**src/rtl/ntt_layer_scheduler.sv**
```systemverilog
`default_nettype none
// ============================================================================
// Module   : ntt_layer_scheduler
// Purpose  : Walks the Kyber NTT/INTT butterfly schedule for one 256-coefficient
//            polynomial. It emits (j, j+len, zeta index) per pair, 7 layers of
//            128 pairs each. It limits the number of pairs in flight and drains
//            the butterfly pipeline between layers so that no layer reads a
//            coefficient before the previous layer has written it back.
// Options  : define NTT_SCHED_PERF_EN to add the cyc_cnt / stall_cnt counters.
// Revision : 1.0  initial release
// ============================================================================
module ntt_layer_scheduler #(
    parameter int WIDTH_ADDR_BUTTERFLY = 8,
    parameter int WIDTH_ADDR_ZETAS     = 7,
    parameter int MAX_OUTSTANDING      = 8
) (
    input  logic                            clk,
    input  logic                            rst,
    input  logic                            start,
    input  logic                            is_ntt,
    input  logic                            bf_ready,
    input  logic                            wb_valid,
    output logic [WIDTH_ADDR_BUTTERFLY-1:0] addr_j,
    output logic [WIDTH_ADDR_BUTTERFLY-1:0] addr_jl,
    output logic [WIDTH_ADDR_ZETAS-1:0]     addr_zetas,
    output logic                            valid_addr,
    output logic [2:0]                      layer,
    output logic                            busy,
    output logic                            done_addr,
    output logic                            done_compute,
    output logic [1:0]                      check_state
`ifdef NTT_SCHED_PERF_EN
    ,
    output logic [15:0]                     cyc_cnt,
    output logic [15:0]                     stall_cnt
`endif
);

    localparam int AW = WIDTH_ADDR_BUTTERFLY;
    localparam int ZW = WIDTH_ADDR_ZETAS;

    localparam logic [AW-1:0] C_HALF       = {1'b1, {(AW-1){1'b0}}};
    localparam logic [AW-1:0] C_TWO        = AW'(2);
    localparam logic [ZW-1:0] C_ZETA_FIRST = ZW'(1);
    localparam logic [ZW-1:0] C_ZETA_LAST  = {ZW{1'b1}};
    localparam logic [2:0]    C_LAST_LAYER = 3'(AW - 2);
    localparam logic [7:0]    C_MAX        = 8'(MAX_OUTSTANDING);

    typedef enum logic [1:0] {
        S_IDLE  = 2'd0,
        S_ISSUE = 2'd1,
        S_DRAIN = 2'd2,
        S_DONE  = 2'd3
    } state_t;

    state_t        state_q;
    logic          is_ntt_q;
    logic [2:0]    layer_q;
    logic [AW-1:0] base_q;
    logic [AW-1:0] off_q;
    logic [ZW-1:0] zeta_q;
    logic [7:0]    outst_q;
    logic [7:0]    outst_d;

    logic          w_in_issue;
    logic          w_issue;
    logic          w_wb_eff;
    logic [AW-1:0] w_len;
    logic          w_grp_end;
    logic [AW:0]   w_base_next;
    logic [AW-1:0] w_addr_j;

    // Butterfly span: forward transform halves it per layer, inverse doubles it.
    always_comb begin
        w_len = is_ntt_q ? (C_HALF >> layer_q) : (C_TWO << layer_q);
    end

    assign w_in_issue  = (state_q == S_ISSUE);
    assign valid_addr  = w_in_issue && (outst_q < C_MAX);
    assign w_issue     = valid_addr && bf_ready;
    assign w_wb_eff    = wb_valid && (outst_q != 8'd0);
    assign w_grp_end   = (off_q == (w_len - 1'b1));
    // Groups are 2*len aligned, so the carry out of base+2*len marks the layer end.
    assign w_base_next = {1'b0, base_q} + {w_len, 1'b0};
    assign w_addr_j    = base_q + off_q;

    assign addr_j       = w_in_issue ? w_addr_j : '0;
    assign addr_jl      = w_in_issue ? (w_addr_j + w_len) : '0;
    assign addr_zetas   = w_in_issue ? zeta_q : '0;
    assign layer        = layer_q;
    assign busy         = (state_q == S_ISSUE) || (state_q == S_DRAIN);
    assign done_compute = (state_q == S_DONE);
    assign check_state  = state_q;
    assign done_addr    = w_issue && w_grp_end && w_base_next[AW] && (layer_q == C_LAST_LAYER);

    // Pairs-in-flight bookkeeping; a write-back with nothing in flight is dropped.
    always_comb begin
        outst_d = outst_q;
        if (w_issue && !w_wb_eff) begin
            outst_d = outst_q + 8'd1;
        end else if (!w_issue && w_wb_eff) begin
            outst_d = outst_q - 8'd1;
        end
    end

    // Outstanding-pair counter register.
    always_ff @(posedge clk) begin
        if (rst) begin
            outst_q <= 8'd0;
        end else begin
            outst_q <= outst_d;
        end
    end

    // Layer sequencer: address walk, zeta stepping and inter-layer drain.
    always_ff @(posedge clk) begin
        if (rst) begin
            state_q  <= S_IDLE;
            is_ntt_q <= 1'b0;
            layer_q  <= 3'd0;
            base_q   <= '0;
            off_q    <= '0;
            zeta_q   <= '0;
        end else begin
            case (state_q)
                S_IDLE: begin
                    if (start) begin
                        state_q  <= S_ISSUE;
                        is_ntt_q <= is_ntt;
                        layer_q  <= 3'd0;
                        base_q   <= '0;
                        off_q    <= '0;
                        zeta_q   <= is_ntt ? C_ZETA_FIRST : C_ZETA_LAST;
                    end
                end
                S_ISSUE: begin
                    if (w_issue) begin
                        if (w_grp_end) begin
                            off_q  <= '0;
                            base_q <= w_base_next[AW-1:0];
                            zeta_q <= is_ntt_q ? (zeta_q + 1'b1) : (zeta_q - 1'b1);
                            if (w_base_next[AW]) begin
                                state_q <= S_DRAIN;
                            end
                        end else begin
                            off_q <= off_q + 1'b1;
                        end
                    end
                end
                S_DRAIN: begin
                    if (outst_q == 8'd0) begin
                        if (layer_q == C_LAST_LAYER) begin
                            state_q <= S_DONE;
                        end else begin
                            layer_q <= layer_q + 3'd1;
                            state_q <= S_ISSUE;
                        end
                    end
                end
                default: begin
                    state_q <= S_IDLE;
                end
            endcase
        end
    end

`ifdef NTT_SCHED_PERF_EN
    // Busy-cycle and issue-stall counters, cleared on start and frozen once idle.
    always_ff @(posedge clk) begin
        if (rst) begin
            cyc_cnt   <= 16'd0;
            stall_cnt <= 16'd0;
        end else if ((state_q == S_IDLE) && start) begin
            cyc_cnt   <= 16'd0;
            stall_cnt <= 16'd0;
        end else if (busy) begin
            cyc_cnt <= cyc_cnt + 16'd1;
            if (w_in_issue && !w_issue) begin
                stall_cnt <= stall_cnt + 16'd1;
            end
        end
    end
`endif

endmodule
`default_nettype wire

```
**config.mk**
```make
export PLATFORM = sky130hd
export DESIGN_NAME = ntt_layer_scheduler
export DESIGN_NICKNAME = d
export VERILOG_FILES = /design/src/rtl/ntt_layer_scheduler.sv
export SDC_FILE = /design/constraint.sdc
export NUM_CORES = 1
export LEC_CHECK = 0
export CORE_MARGIN = 1
export CORE_UTILIZATION = 40
export DETAILED_ROUTE_END_ITERATION = 10
export GPL_ROUTABILITY_DRIVEN = 0
export PLACE_DENSITY_LB_ADDON = 0.08
export SLEW_MARGIN = 10
export SYNTH_ARGS = -nofsm -noshare
export SYNTH_HDL_FRONTEND = slang
export SYNTH_SLANG_ARGS = --single-unit
```
**constraint.sdc**
```tcl
create_clock -name clk -period 3.9 [get_ports clk]
set_input_delay 0.78 -clock clk [delete_from_list [all_inputs] [get_ports clk]]
set_output_delay 0.78 -clock clk [all_outputs]
set_load 0.05 [all_outputs]
```
==> out/qor.txt <==
Hold depth: 2
Avg WL per Cell: 14.96 um
GRT Resource Usage Total: 20.64%
Synthesized instance count: 437
Final Cell Area: 4502 um^2
Starting density of the core: 42.10%
Synth Net Count: 493
Sw Pwr: 0.001220 W
Area leader, netlist: dfxtp_1
Area Growth Syn to Fin: 27.59%
H-tree depth: 2
Combinational power share: 65.3%
GR Overflow Total: 0
Syn_area_per_cell: 8.074 um^2
Fillers: 797
Final min period: 3788 ps
Nets: 548
Final setup fails: 0
Crit Path Class: register to output port
FFs w/ async S/R, synth: 0%
Core area: 8382 um^2
Die width: 95.92 um
Critical Path End Type: output port
ANT cells: 0
Die height: 95.92 um
Most frequent cell after synthesis: nor2_1
Sequential area share after synthesis: 20.43%
Clk Latency, worst-skew pair: 300 ps
Critical path's slowest cell: nor4_4
Port buffer count: 37
Fin cells: 598
Hold Startpoint: base_q[6]$_SDFFE_PP0P_
Layout cells sized above 1: 19.88%
Cell Area, Placed: 4136 um^2
Root Buffer: clkbuf_8
Tcrit/Tclk final: 97.12%
Layout Skew: 12.56 ps
CP arrival: 3010 ps
Critical path startpoint category: register
CTS clock-pin slew for the worst setup and hold paths: 80 ps
Synth unique cells: 61
Mapped Area: 3528 um^2
Remaining routing DRC violations: 0
Final hold viol count: 0
Num Clock Sinks: 36
1st-pass router iterations: 4
Max-slew violation count: 0
Via count: 3126
CP peak stage delay: 370 ps
Most used DFF post-synth: dfxtp_1
Die footprint: 9201 um^2
FF-to-FF path depth: 17
Dpl hpwl: 6.562 mm
CP max FO: 4
Run status: complete, no violations
FF-to-FF End: outst_q[7]$_SDFFE_PP0P_
Hold buffers post-CTS: 0
EDFF count, synth: 0
Placed Instances: 579
Vias in the first global route: 2957
Number of synthesized register bits: 36
Internal power: 0.001394 W
P_leak: 1.914 nW
CP Data Required Time: 3120 ps
Synth cell count leaders: nor2_1 (53), ha_1 (45), dfxtp_1 (36)
Util after Layout: 53.71%
Top cells by area, synth: dfxtp_1 (20%), ha_1 (16%), xnor2_1 (6.5%)
Critical R2R Launch: outst_q[6]$_SDFFE_PP0P_
Row cnt: 33
CP dominant cell by count: buf_4
Largest net degree at the start of global routing: 27
Max Freq: 0.2640 GHz
Post-synth top area share: 20.43%
Total Routed Length: 8.944 mm
Max-cap check violation count: 0
Hold Crit Class: register to register
Synth warnings: 0
R2R Setup Slk: 530 ps
Total CTS buffers: 5
Switch share: 46.66%
Slew headroom: 63.94%
Vias/cell: 5.227
Power density cells: 580.6 nW/um^2
WP buf/inv: 4
Actual slew at the worst max-slew pin: 539.2 ps
DR iter-0 viols: 119
Seq pwr share: 20.5%
Number of antenna-violating nets in the routed design: 0
I/O pin total: 38
Critical path's top delay family: compound AO/OA/AOI/OAI gates
First-pass GRT wire length: 14.50 mm
Worst IR drop on VDD: 0.4988 mV
CTS tree: done
Hold EP: base_q[6]$_SDFFE_PP0P_
Clock buffer depth: 2
Initial antenna violation count: 0
Cell Chain, Critical Path: buf_4 > ha_2 > ha_4 > nand2_4 > inv_2 > buf_4 > ha_1 > a21oi_2 > o211ai_1 > o41ai_2 > xor2_1 > nor4_4 > buf_12
Clock share of power: 14.2%
[placed cells by master, fill, tap and decap left out, types with 5 or more instances in the layout]
cell	synthesis	routed
xor2_1	19	19
nand2_1	25	25
o21ai_0	11	10
clkbuf_8	0	7
nand3_1	12	11
nor2b_1	8	7
xnor2_1	26	25
inv_2	1	5
inv_1	26	21
buf_4	1	28
o31ai_1	5	5
a21oi_1	33	29
nor3_1	8	8
nor2_1	53	52
clkdlybuf4s50_1	0	30
and2_1	16	16
a21o_1	7	7
mux2i_1	8	8
ha_2	0	5
dfxtp_1	36	30
or3_1	5	5
o21ai_1	5	6
ha_1	45	36
o21bai_1	6	6
[sequential cells by signal, summed over array words and instances (netlist names)]
name,flops
off_q,8
is_ntt_q,1
zeta_q,7
base_q,7
layer,3
outst_q,8
check_state,2
[stage by stage]
step           hold slack, ps  total power, W  worst slack (ps)  TNS, ps
5_1_grt                 518.4        0.002840            -23.92   -34.88
3_5_place_dp            472.9        0.002211             164.7        0
4_1_cts                 485.9        0.002619             3.540        0
3_3_place_gp            470.4        0.002196             253.7        0
6_report                495.1        0.002614             112.3        0
2_1_floorplan           449.9        0.001807             26.47        0
[kinds of logic (layout without fill, tap and decap cells)]
kind of cell    Yosys count  after routing  synth area share [%]
compound gates           93             93                 18.23
xor+xnor                 45             45                 11.17
fa+ha+maj                50             50                 18.79
buf+inv                  43             99                 5.213
flops                    36             36                 20.43
mux                       9              9                 2.589
other cells               1              1                0.1063
simple gates            160            160                 23.48
[worst max-delay path by stage]
stage                           from          to  slack, ps  cells past startpoint
2_1_floorplan  layer[1]$_SDFFE_PP0P_   done_addr         30                     10
3_3_place_gp   layer[0]$_SDFFE_PP0P_  addr_jl[7]        250                     15
3_5_place_dp   layer[0]$_SDFFE_PP0P_  addr_jl[7]        160                     15
4_1_cts        layer[0]$_SDFFE_PP0P_   done_addr          4                     11
5_1_grt        layer[0]$_SDFFE_PP0P_   done_addr        -20                     13
6_report       layer[0]$_SDFFE_PP0P_   done_addr        110                     13
[area by class of cell]
type | instances | area, um^2 | share of cell area (%)
tap | 105 | 131.4 | 2.918
timing repair buffer | 63 | 615.6 | 13.67
clock inverter | 1 | 30.03 | 0.6670
inverter | 28 | 111.4 | 2.474
clock buffer | 7 | 96.34 | 2.140
multi-input combinational | 358 | 2781 | 61.78
sequential | 36 | 735.7 | 16.34
[worst reg2reg max path, cell delays in order, from the launching register on]
cell and delay (ps):
dfxtp_1 340, nor3_1 270, nand2_1 110, nor4_1 240, buf_4 200, inv_1 50, nand2_1 60, ha_1 130
inv_1 80, ha_1 280, a21o_1 170, a21oi_1 210, nor2b_1 80, o21a_1 190, o41a_1 320, xnor2_1 130
or3_1 300, a21oi_1 130
[power groups by stage]
stage          logic (W)  clock network (W)  registers [W]
2_1_floorplan    0.00125                  0       0.000557
3_3_place_gp     0.00165                  0       0.000543
3_5_place_dp     0.00167                  0       0.000545
4_1_cts          0.00170           0.000380       0.000536
5_1_grt          0.00189           0.000396       0.000551
6_report         0.00171           0.000371       0.000537
[layer usage]
layer | wire [um] | part of all wire [%] | vias to the layer above | global-route usage (%)
met1 | 4325 | 48 | 1457 | 27.45
li1 | - | - | 1616 | -
met5 | 0 | 0 | - | 0
met2 | 4154 | 46 | 46 | 33.33
met4 | 159 | 1.8 | 0 | 7.960
met3 | 305 | 3.4 | 7 | 3.318
[repair_timing]
item / in CTS / in global routing
setup endpoints to repair: 2 / 4
buffers inserted: 7 / 4
pin swaps: 12 / 17
gates resized for setup: 20 / 18
Power figures use the tool's default switching activity.
